`src/rtl/miriscv_lsu_ctrl.sv`:
```
// miriscv load-store unit controller: core request -> word-aligned data bus.
// Define MIRISCV_LSU_SPLIT_MISALIGNED_EN to split misaligned accesses into two beats.
module miriscv_lsu_ctrl #(
    parameter int ADDR_W         = 32,
    parameter int TIMEOUT_CYCLES = 16
) (
    input  logic              clk_i,
    input  logic              rst_n_i,
    input  logic              lsu_req_i,
    input  logic              lsu_we_i,
    input  logic [2:0]        lsu_size_i,
    input  logic [ADDR_W-1:0] lsu_addr_i,
    input  logic [31:0]       lsu_data_i,
    output logic [31:0]       lsu_data_o,
    output logic              lsu_stall_req_o,
    output logic              lsu_err_o,
    output logic              data_req_o,
    output logic              data_we_o,
    output logic [3:0]        data_be_o,
    output logic [ADDR_W-1:0] data_addr_o,
    output logic [31:0]       data_wdata_o,
    input  logic [31:0]       data_rdata_i,
    input  logic              data_rvalid_i
);

    typedef enum logic [2:0] {
        IDLE, REQ, REQ2, DONE, ERR
    } state_t;

`ifdef MIRISCV_LSU_SPLIT_MISALIGNED_EN
    localparam bit SPLIT = 1'b1;
`else
    localparam bit SPLIT = 1'b0;
`endif

    localparam int CW = (TIMEOUT_CYCLES > 1) ? $clog2(TIMEOUT_CYCLES) : 1;
    localparam logic [CW-1:0] TLAST =
        CW'((TIMEOUT_CYCLES > 0) ? TIMEOUT_CYCLES - 1 : 0);

    state_t state, state_n;

    logic [CW-1:0]     cnt;
    logic              we_q;
    logic [2:0]        size_q;
    logic [ADDR_W-1:0] addr_q;
    logic [31:0]       wd_q;
    logic [31:0]       lo, hi;

    function automatic logic [3:0] mask_of(input logic [1:0] s);
        case (s)
            2'b00:   mask_of = 4'b0001;
            2'b01:   mask_of = 4'b0011;
            default: mask_of = 4'b1111;
        endcase
    endfunction

    logic [3:0] in_m;
    logic       misal, illegal;

    always_comb begin
        in_m  = mask_of(lsu_size_i[1:0]);
        misal = ((lsu_size_i[1:0] == 2'b01) && lsu_addr_i[0]) ||
                ((lsu_size_i[1:0] == 2'b10) && (lsu_addr_i[1:0] != 2'b00));
        illegal = (lsu_size_i == 3'b011) ||
                  (lsu_size_i[2:1] == 2'b11) ||
                  (lsu_we_i && lsu_size_i[2]) ||
                  (!SPLIT && misal);
    end

    logic [1:0]        off;
    logic [7:0]        wide_be;
    logic [63:0]       wide_wd;
    logic [ADDR_W-1:0] word;
    logic              need2, timeout;
    logic [31:0]       sh;
    logic              sgn;
    logic [31:0]       ext;

    always_comb begin
        off     = addr_q[1:0];
        wide_be = {4'b0000, mask_of(size_q[1:0])} << off;
        wide_wd = {32'b0, wd_q} << {off, 3'b000};
        word    = {addr_q[ADDR_W-1:2], 2'b00};
        need2   = SPLIT && (wide_be[7:4] != 4'b0000);
        timeout = (TIMEOUT_CYCLES > 0) && (cnt == TLAST);
        sh      = 32'({hi, lo} >> {off, 3'b000});
        sgn     = ~size_q[2];
        case (size_q[1:0])
            2'b00:   ext = {{24{sgn & sh[7]}}, sh[7:0]};
            2'b01:   ext = {{16{sgn & sh[15]}}, sh[15:0]};
            default: ext = sh;
        endcase
    end

    always_comb begin
        state_n = state;
        unique case (state)
            IDLE: if (lsu_req_i) state_n = illegal ? ERR : REQ;
            REQ: begin
                if (data_rvalid_i) state_n = need2 ? REQ2 : DONE;
                else if (timeout)  state_n = ERR;
            end
            REQ2: begin
                if (data_rvalid_i) state_n = DONE;
                else if (timeout)  state_n = ERR;
            end
            DONE:    state_n = IDLE;
            ERR:     state_n = IDLE;
            default: state_n = IDLE;
        endcase
    end

    always_ff @(posedge clk_i or negedge rst_n_i) begin
        if (!rst_n_i) begin
            state  <= IDLE;
            cnt    <= '0;
            we_q   <= 1'b0;
            size_q <= 3'b000;
            addr_q <= '0;
            wd_q   <= 32'b0;
            lo     <= 32'b0;
            hi     <= 32'b0;
        end else begin
            state <= state_n;
            if (state == IDLE) begin
                cnt <= '0;
                if (lsu_req_i) begin
                    we_q   <= lsu_we_i;
                    size_q <= lsu_size_i;
                    addr_q <= lsu_addr_i;
                    wd_q   <= lsu_data_i &
                              {{8{in_m[3]}}, {8{in_m[2]}},
                               {8{in_m[1]}}, {8{in_m[0]}}};
                end
            end else if (state == REQ || state == REQ2) begin
                if (data_rvalid_i) begin
                    cnt <= '0;
                    if (state == REQ) lo <= data_rdata_i;
                    else              hi <= data_rdata_i;
                end else begin
                    cnt <= cnt + 1'b1;
                end
            end
        end
    end

    always_comb begin
        data_req_o   = 1'b0;
        data_we_o    = 1'b0;
        data_be_o    = 4'b0000;
        data_addr_o  = '0;
        data_wdata_o = 32'b0;
        lsu_data_o   = 32'b0;
        lsu_err_o    = (state == ERR);
        lsu_stall_req_o = lsu_req_i && !(state == DONE || state == ERR);
        if (state == REQ) begin
            data_req_o   = 1'b1;
            data_we_o    = we_q;
            data_be_o    = wide_be[3:0];
            data_addr_o  = word;
            data_wdata_o = wide_wd[31:0];
        end else if (state == REQ2) begin
            data_req_o   = 1'b1;
            data_we_o    = we_q;
            data_be_o    = wide_be[7:4];
            data_addr_o  = word + ADDR_W'(4);
            data_wdata_o = wide_wd[63:32];
        end
        if (state == DONE) lsu_data_o = ext;
    end

endmodule

```
`config.mk`:
```
export PLATFORM = sky130hd
export DESIGN_NAME = miriscv_lsu_ctrl
export DESIGN_NICKNAME = d
export VERILOG_FILES = /design/src/rtl/miriscv_lsu_ctrl.sv
export SDC_FILE = /design/constraint.sdc
export NUM_CORES = 1
export LEC_CHECK = 0
export ABC_AREA = 1
export ABC_CLOCK_PERIOD_IN_PS = 2000
export CORE_MARGIN = 2
export CORE_UTILIZATION = 30
export DETAILED_ROUTE_END_ITERATION = 6
export PLACE_DENSITY_LB_ADDON = 0.1
export SYNTH_ARGS = -nofsm -noshare
export SYNTH_HDL_FRONTEND = slang
export SYNTH_SLANG_ARGS = --single-unit
```
`constraint.sdc`:
```
create_clock -name clk_i -period 2 [get_ports clk_i]
set_input_delay 0.3 -clock clk_i [delete_from_list [all_inputs] [get_ports clk_i]]
set_output_delay 0.3 -clock clk_i [all_outputs]
set_load 0.01 [all_outputs]
```
Word level (Yosys, flattened, before mapping)
Index checks and enable logic that the tools add are counted.
- input port bits: 104
- memories kept: 0
- latch bits: 0
- bits in read-only memories: 0
- output and inout port bits: 104
- bits in writable memories: 0
- register bits: 139
- eq/ne operators: 12
- shift operators: 3
- add/sub/neg operators: 2
- muxes and demuxes: 22
- $lt $le $gt $ge: 0
- reductions and logical operators: 21
- bitwise operators: 6
- $mul: 0
- div/mod/pow operators: 0
- operator list (kind ; number):
    32-bit two-way mux ; 5
    32-bit case mux with 2 select lines ; 1
    32-bit by 5-bit left shift with 64-bit output ; 1
    64-bit by 5-bit right shift with 32-bit output ; 1
    32-bit by 3-bit adder with 32-bit output, second input constant ; 1
    32-bit bitwise AND ; 1
    4-bit two-way mux ; 5
    4-bit case mux with 2 select lines ; 2
    3-bit two-way mux ; 4
    3-bit by 2-bit equality test with 1-bit output, second input constant ; 3
    4-bit AND reduction ; 2
    4-bit by 2-bit left shift with 8-bit output ; 1
    1-bit logical OR ; 6
    3-bit case mux with 2 select lines ; 1
    4-bit by 1-bit adder with 4-bit output, second input constant ; 1
    2-bit by 1-bit equality test with 1-bit output, second input constant ; 2
    2-bit equality test, second input constant ; 2
    4-bit equality test, second input constant ; 1
    1-bit logical AND ; 4
    2-bit logical NOT ; 2
    1-bit two-way mux ; 4
    2-bit AND reduction ; 2
    2-bit nonzero test ; 2
    3-bit by 1-bit equality test with 1-bit output, second input constant ; 1
    other kinds (8) ; 11

Longest topological paths before layout
Gate-level depths: netlist of run 1.
- depth after elaboration: 7
- mapped depth: 11

Worst setup path after synthesis of run 1
Ideal clock, no wire load.
- kind: flip-flop to output port
- from: register addr_q[3]
- to: output port data_addr_o[22]
- required time: 1.700 ns
- setup slack: 0.267 ns
- stages on the path, launching flop included: 10
- path buffers: 0
- data arrival time: 1.433 ns
- path through: dfrtp_1 > ha_1 > nand2_1 > nor2_1 > nand2_1 > nor2_2 > nand2_1 > nand2_1 > nand3_1 > nand2_1
- longest elaborated chain between the ends: 3
- RTL lines (element ; RTL line ; source):
    start, declared ; 45 ; logic [ADDR_W-1:0] addr_q;
    start signal, assigned ; 130 ; addr_q <= lsu_addr_i;
    32-bit by 3-bit adder with 32-bit output ; 166 ; data_addr_o = word + ADDR_W'(4);
    32-bit two-way mux ; 162 ; end else if (state == REQ2) begin
    32-bit two-way mux ; 156 ; if (state == REQ) begin
    end, declared ; 20 ; output logic [ADDR_W-1:0] data_addr_o,
No other way between the ends.

Worst setup path in the final report of run 1
- from: register addr_q[0]
- to: output port lsu_data_o[22]
- longest elaborated chain between the ends: 4
- RTL lines (element ; RTL line ; source):
    64-bit by 5-bit right shift with 32-bit output (*) ; 86 ; sh = 32'({hi, lo} >> {off, 3'b000});
    1-bit bitwise AND (on tied branches) ; 90, 89 ;
    32-bit case mux with 2 select lines (*) ; 88 ; case (size_q[1:0])
    32-bit two-way mux (*) ; 169 ; if (state == DONE) lsu_data_o = ext;
    end, declared ; 14 ; output logic [31:0] lsu_data_o,
Mark *: on every way between the ends. The rest lies on a longest branch, timed or not.

==> results of run 1 <==
[what timing repair did]
action | CTS | global route
buffers inserted | 52 | 42
resized for setup | 705 | 392
endpoints found under the hold margin | 42 | 0
hold buffers | 1 | 0
pin swaps | 47 | 128
cloned | 11 | 16
setup endpoints to repair | 102 | 101
[worst max path at each step]
| stage | start | endpoint | slack (ps) | cells past startpoint |
|---|---|---|---|---|
| finish | addr_q[0]$_DFFE_PN0P_ | lsu_data_o[22] | -340 | 13 |
| global route | addr_q[0]$_DFFE_PN0P_ | lsu_data_o[30] | -420 | 9 |
| CTS | addr_q[3]$_DFFE_PN0P_ | data_addr_o[19] | -310 | 11 |
| detailed placement | addr_q[0]$_DFFE_PN0P_ | lsu_data_o[22] | -260 | 9 |
| global placement | addr_q[0]$_DFFE_PN0P_ | lsu_data_o[26] | -260 | 9 |
| floorplan | addr_q[3]$_DFFE_PN0P_ | data_addr_o[22] | 270 | 9 |
[state kept, by name, summed over array words and instances (netlist names)]
signal / flops
cnt: 4
state: 3
addr_q: 32
wd_q: 32
hi: 24
lo: 32
size_q: 3
we_q: 1
[power by group through the flow]
stage	sequential [mW]	combinational (mW)	clock (mW)
finish	5.22	15.4	3.18
floorplan	4.61	5.16	0
CTS	5.00	11.6	3.23
detailed placement	4.95	9.32	0
global placement	4.94	9.30	0
global route	5.37	16.4	3.34
[final cells by class]
cell class	count	area [sq um]
fillers	2458	11600
repair inverters	1	6.26
well taps	372	465
repair buffers	450	4650
clock buffers	20	457
inverters	121	492
clock inverters	12	121
multi-input cells	922	6030
flip-flops and latches	131	3290
[cell families after synthesis]
| family | count (synthesis) | synth area share, % |
|---|---|---|
| buffers and inverters | 197 | 10.2 |
| DFF | 131 | 39.5 |
| and+or+nand+nor | 637 | 31.4 |
| other | 1 | 0.0451 |
| xor gates and xnor gates | 3 | 0.316 |
| muxes | 8 | 1.08 |
| AOI/OAI and AO/OA | 270 | 17.2 |
| adders and majority gates | 2 | 0.301 |
[metrics by stage]
step                cell area, sq um  total power [mW]
floorplan                       8310              9.76
global placement               11700              14.2
detailed placement             11700              14.3
CTS                            13500              19.8
global route                   15500              25.1
finish                         15500              23.8
[routing by layer]
| layer | GRT usage, % | vias to the layer above |
|---|---|---|
| li1 | - | 4849 |
| met1 | 32.2 | 4957 |
| met2 | 38.2 | 401 |
| met3 | 3.74 | 52 |
| met4 | 5.43 | 0 |
| met5 | 0 | - |
[placed cells by master (no fill, tap or decap), types with 7 or more instances in the layout]
cell / synthesis / final
nor2_1: 73 / 31
a21oi_1: 27 / 8
buf_4: 11 / 127
clkbuf_16: 0 / 30
buf_6: 2 / 86
nand3_1: 109 / 55
dfrtp_1: 131 / 124
buf_16: 0 / 9
nand3_2: 1 / 46
buf_2: 36 / 72
inv_1: 114 / 97
nor2_4: 1 / 23
dfrtp_2: 0 / 7
nand2_2: 3 / 79
inv_2: 6 / 15
buf_12: 0 / 35
o221ai_2: 0 / 7
o21ai_4: 0 / 25
nand2_1: 432 / 314
o21ai_0: 197 / 111
clkdlybuf4s50_1: 0 / 102
nand2_4: 0 / 41
o21ai_2: 0 / 39
nor2_2: 4 / 24
a21oi_2: 0 / 15
nand3_4: 0 / 9
o21ai_1: 13 / 35
o211ai_1: 9 / 9
==> results_dict.tcl, run 1 <==
set metrics [dict create \
    status "finished, violations left" \
    violations "negative setup slack" \
    synth_cell_types 37 \
    place.port_buffers 205 \
    crit_arrival_ps 2040 \
    routed_wl_mm 37.1 \
    drt-met1-wl_mm 16.3 \
    final-hold-violation-count 0 \
    dieHeight_um 170 \
    rows 60 \
    highest_layer "met4" \
    grt_overflow 0 \
    ant_nets 0 \
    post-dp-hpwl_mm 23.5 \
    ys_ff_latch 131 \
    diodes 0 \
    dp.cells 1885 \
    worst_setup_path_start_kind "register" \
    maxCapViolations 0 \
    dr_wl_met2_mm 17.9 \
    cp-end-kind "output port" \
    drive_gt1_share_pct 45.4 \
    p_leak_nw 7.31 \
    drt_first_pass_iters 5 \
    setup_violations 96 \
    cts-root-buf "clkbuf_16" \
    die_w_um 170 \
    clock.fmax_mhz 428 \
    ys_top_cells_by_area "dfrtp_1, nand2_1, o21ai_0, nand3_1, inv_1" \
    cts_tree "done" \
    ir_worst_vdd_mv 0.669 \
    grt_usage_pct 23.3 \
    synth.yosys.seq_area_share_pct 39.5 \
    cts.sinks 131 \
    regToRegSetupSlack_ps 20 \
    worst-path-buf-inv 6 \
    grt_max_degree 57 \
    final_util_pct 57.2 \
    reg2reg_depth 9 \
    fin_nets 1750 \
    place.gp.congestion 0.877 \
    synth_area_sq_um 8310 \
    area_delta_synth_final_pct 86.7 \
    p_int_mw 12.9 \
    clk_pin_slew_ps 70 \
    vias_per_cell 5.06 \
    place_ws_ps -258 \
    switching_share_pct 45.7 \
    worst_slack_ps -339 \
    cts_buffers 17 \
    rsz0062_at_grt "yes" \
    via_count 10300 \
    synth_most_common_cell "nand2_1" \
    synthTopCellsByCount "nand2_1, o21ai_0, dfrtp_1" \
    hold_path_class "input pin to async pin" \
    power_frac_comb_pct 64.7 \
    cpMaxStageDelayCell "dfrtp_2" \
    synth_edf_count 0 \
    yosysTopAreaCellShare_pct 39.5 \
    start_util_pct 30.7 \
    power_density_nw_per_um2 1530 \
    die_area_sq_um 29000 \
    rr_endpoint "lo[30]$_DFFE_PN0P_" \
    worstReg2RegStart "state[0]$_DFFE_PN0P_" \
    yosys.area.top_type "dfrtp_1" \
    antenna_found_initial 0 \
    maxSlewViolCount 0 \
    clkPwrFrac_pct 13.4 \
    cts_buffer_depth 2 \
    critical_path_class "register to output port" \
    wl_per_cell_um 18.3 \
    power_frac_seq_pct 21.9 \
    worstMarginPinSlew_ps 505 \
    fin_skew_ps 9.54 \
    drtIter0Drc 816 \
    tns_ps -19780 \
    max_stage_delay_ps 500 \
    path_cells "inv_8 > buf_12 > buf_12 > buf_16 > nand2_4 > nand2_4 > nand2_2 > o21ai_2 > nand2_1 > nand3_2 > nand2_2 > inv_2 > buf_6" \
    cp_top_family "buffers and inverters" \
    fin_crit_sh_pct 117 \
    path_max_fanout 6 \
    hold_ws_ps 370 \
    ys.flop_type "dfrtp_1" \
    period_needed_ps 2340 \
    wl_met3_mm 2.30 \
    p_sw_mw 10.9 \
    relSlewSlack_pct 66.3 \
    clkLatencyLatePin_ps 440 \
    avgSynthCellArea_sq_um 6.65 \
    grt_pass1_wl_mm 52.4 \
    ys_warn_count 0 \
    synthCells 1249 \
    htree_levels 4 \
    final_cells 2029 \
    worstPathRequired_ps 1700 \
    grt_pass1_vias 9455 \
    drcViolationCount 0 \
    io_pins 208 \
    synthArstFlopShare_pct 100 \
    core_sq_um 27100 \
]
Power figures use the tool's default switching activity.
==> run 2, diff against run 1 <==
--- a/config.mk
+++ b/config.mk
@@ -9,6 +9,7 @@
 export ABC_CLOCK_PERIOD_IN_PS = 2000
 export CORE_MARGIN = 2
 export CORE_UTILIZATION = 30
+export CTS_CLUSTER_DIAMETER = 50
 export DETAILED_ROUTE_END_ITERATION = 6
 export PLACE_DENSITY_LB_ADDON = 0.1
 export SYNTH_ARGS = -nofsm -noshare
==> results of run 2 <==
Same layout as run 1: the final DEF is identical, and so are final timing and power.
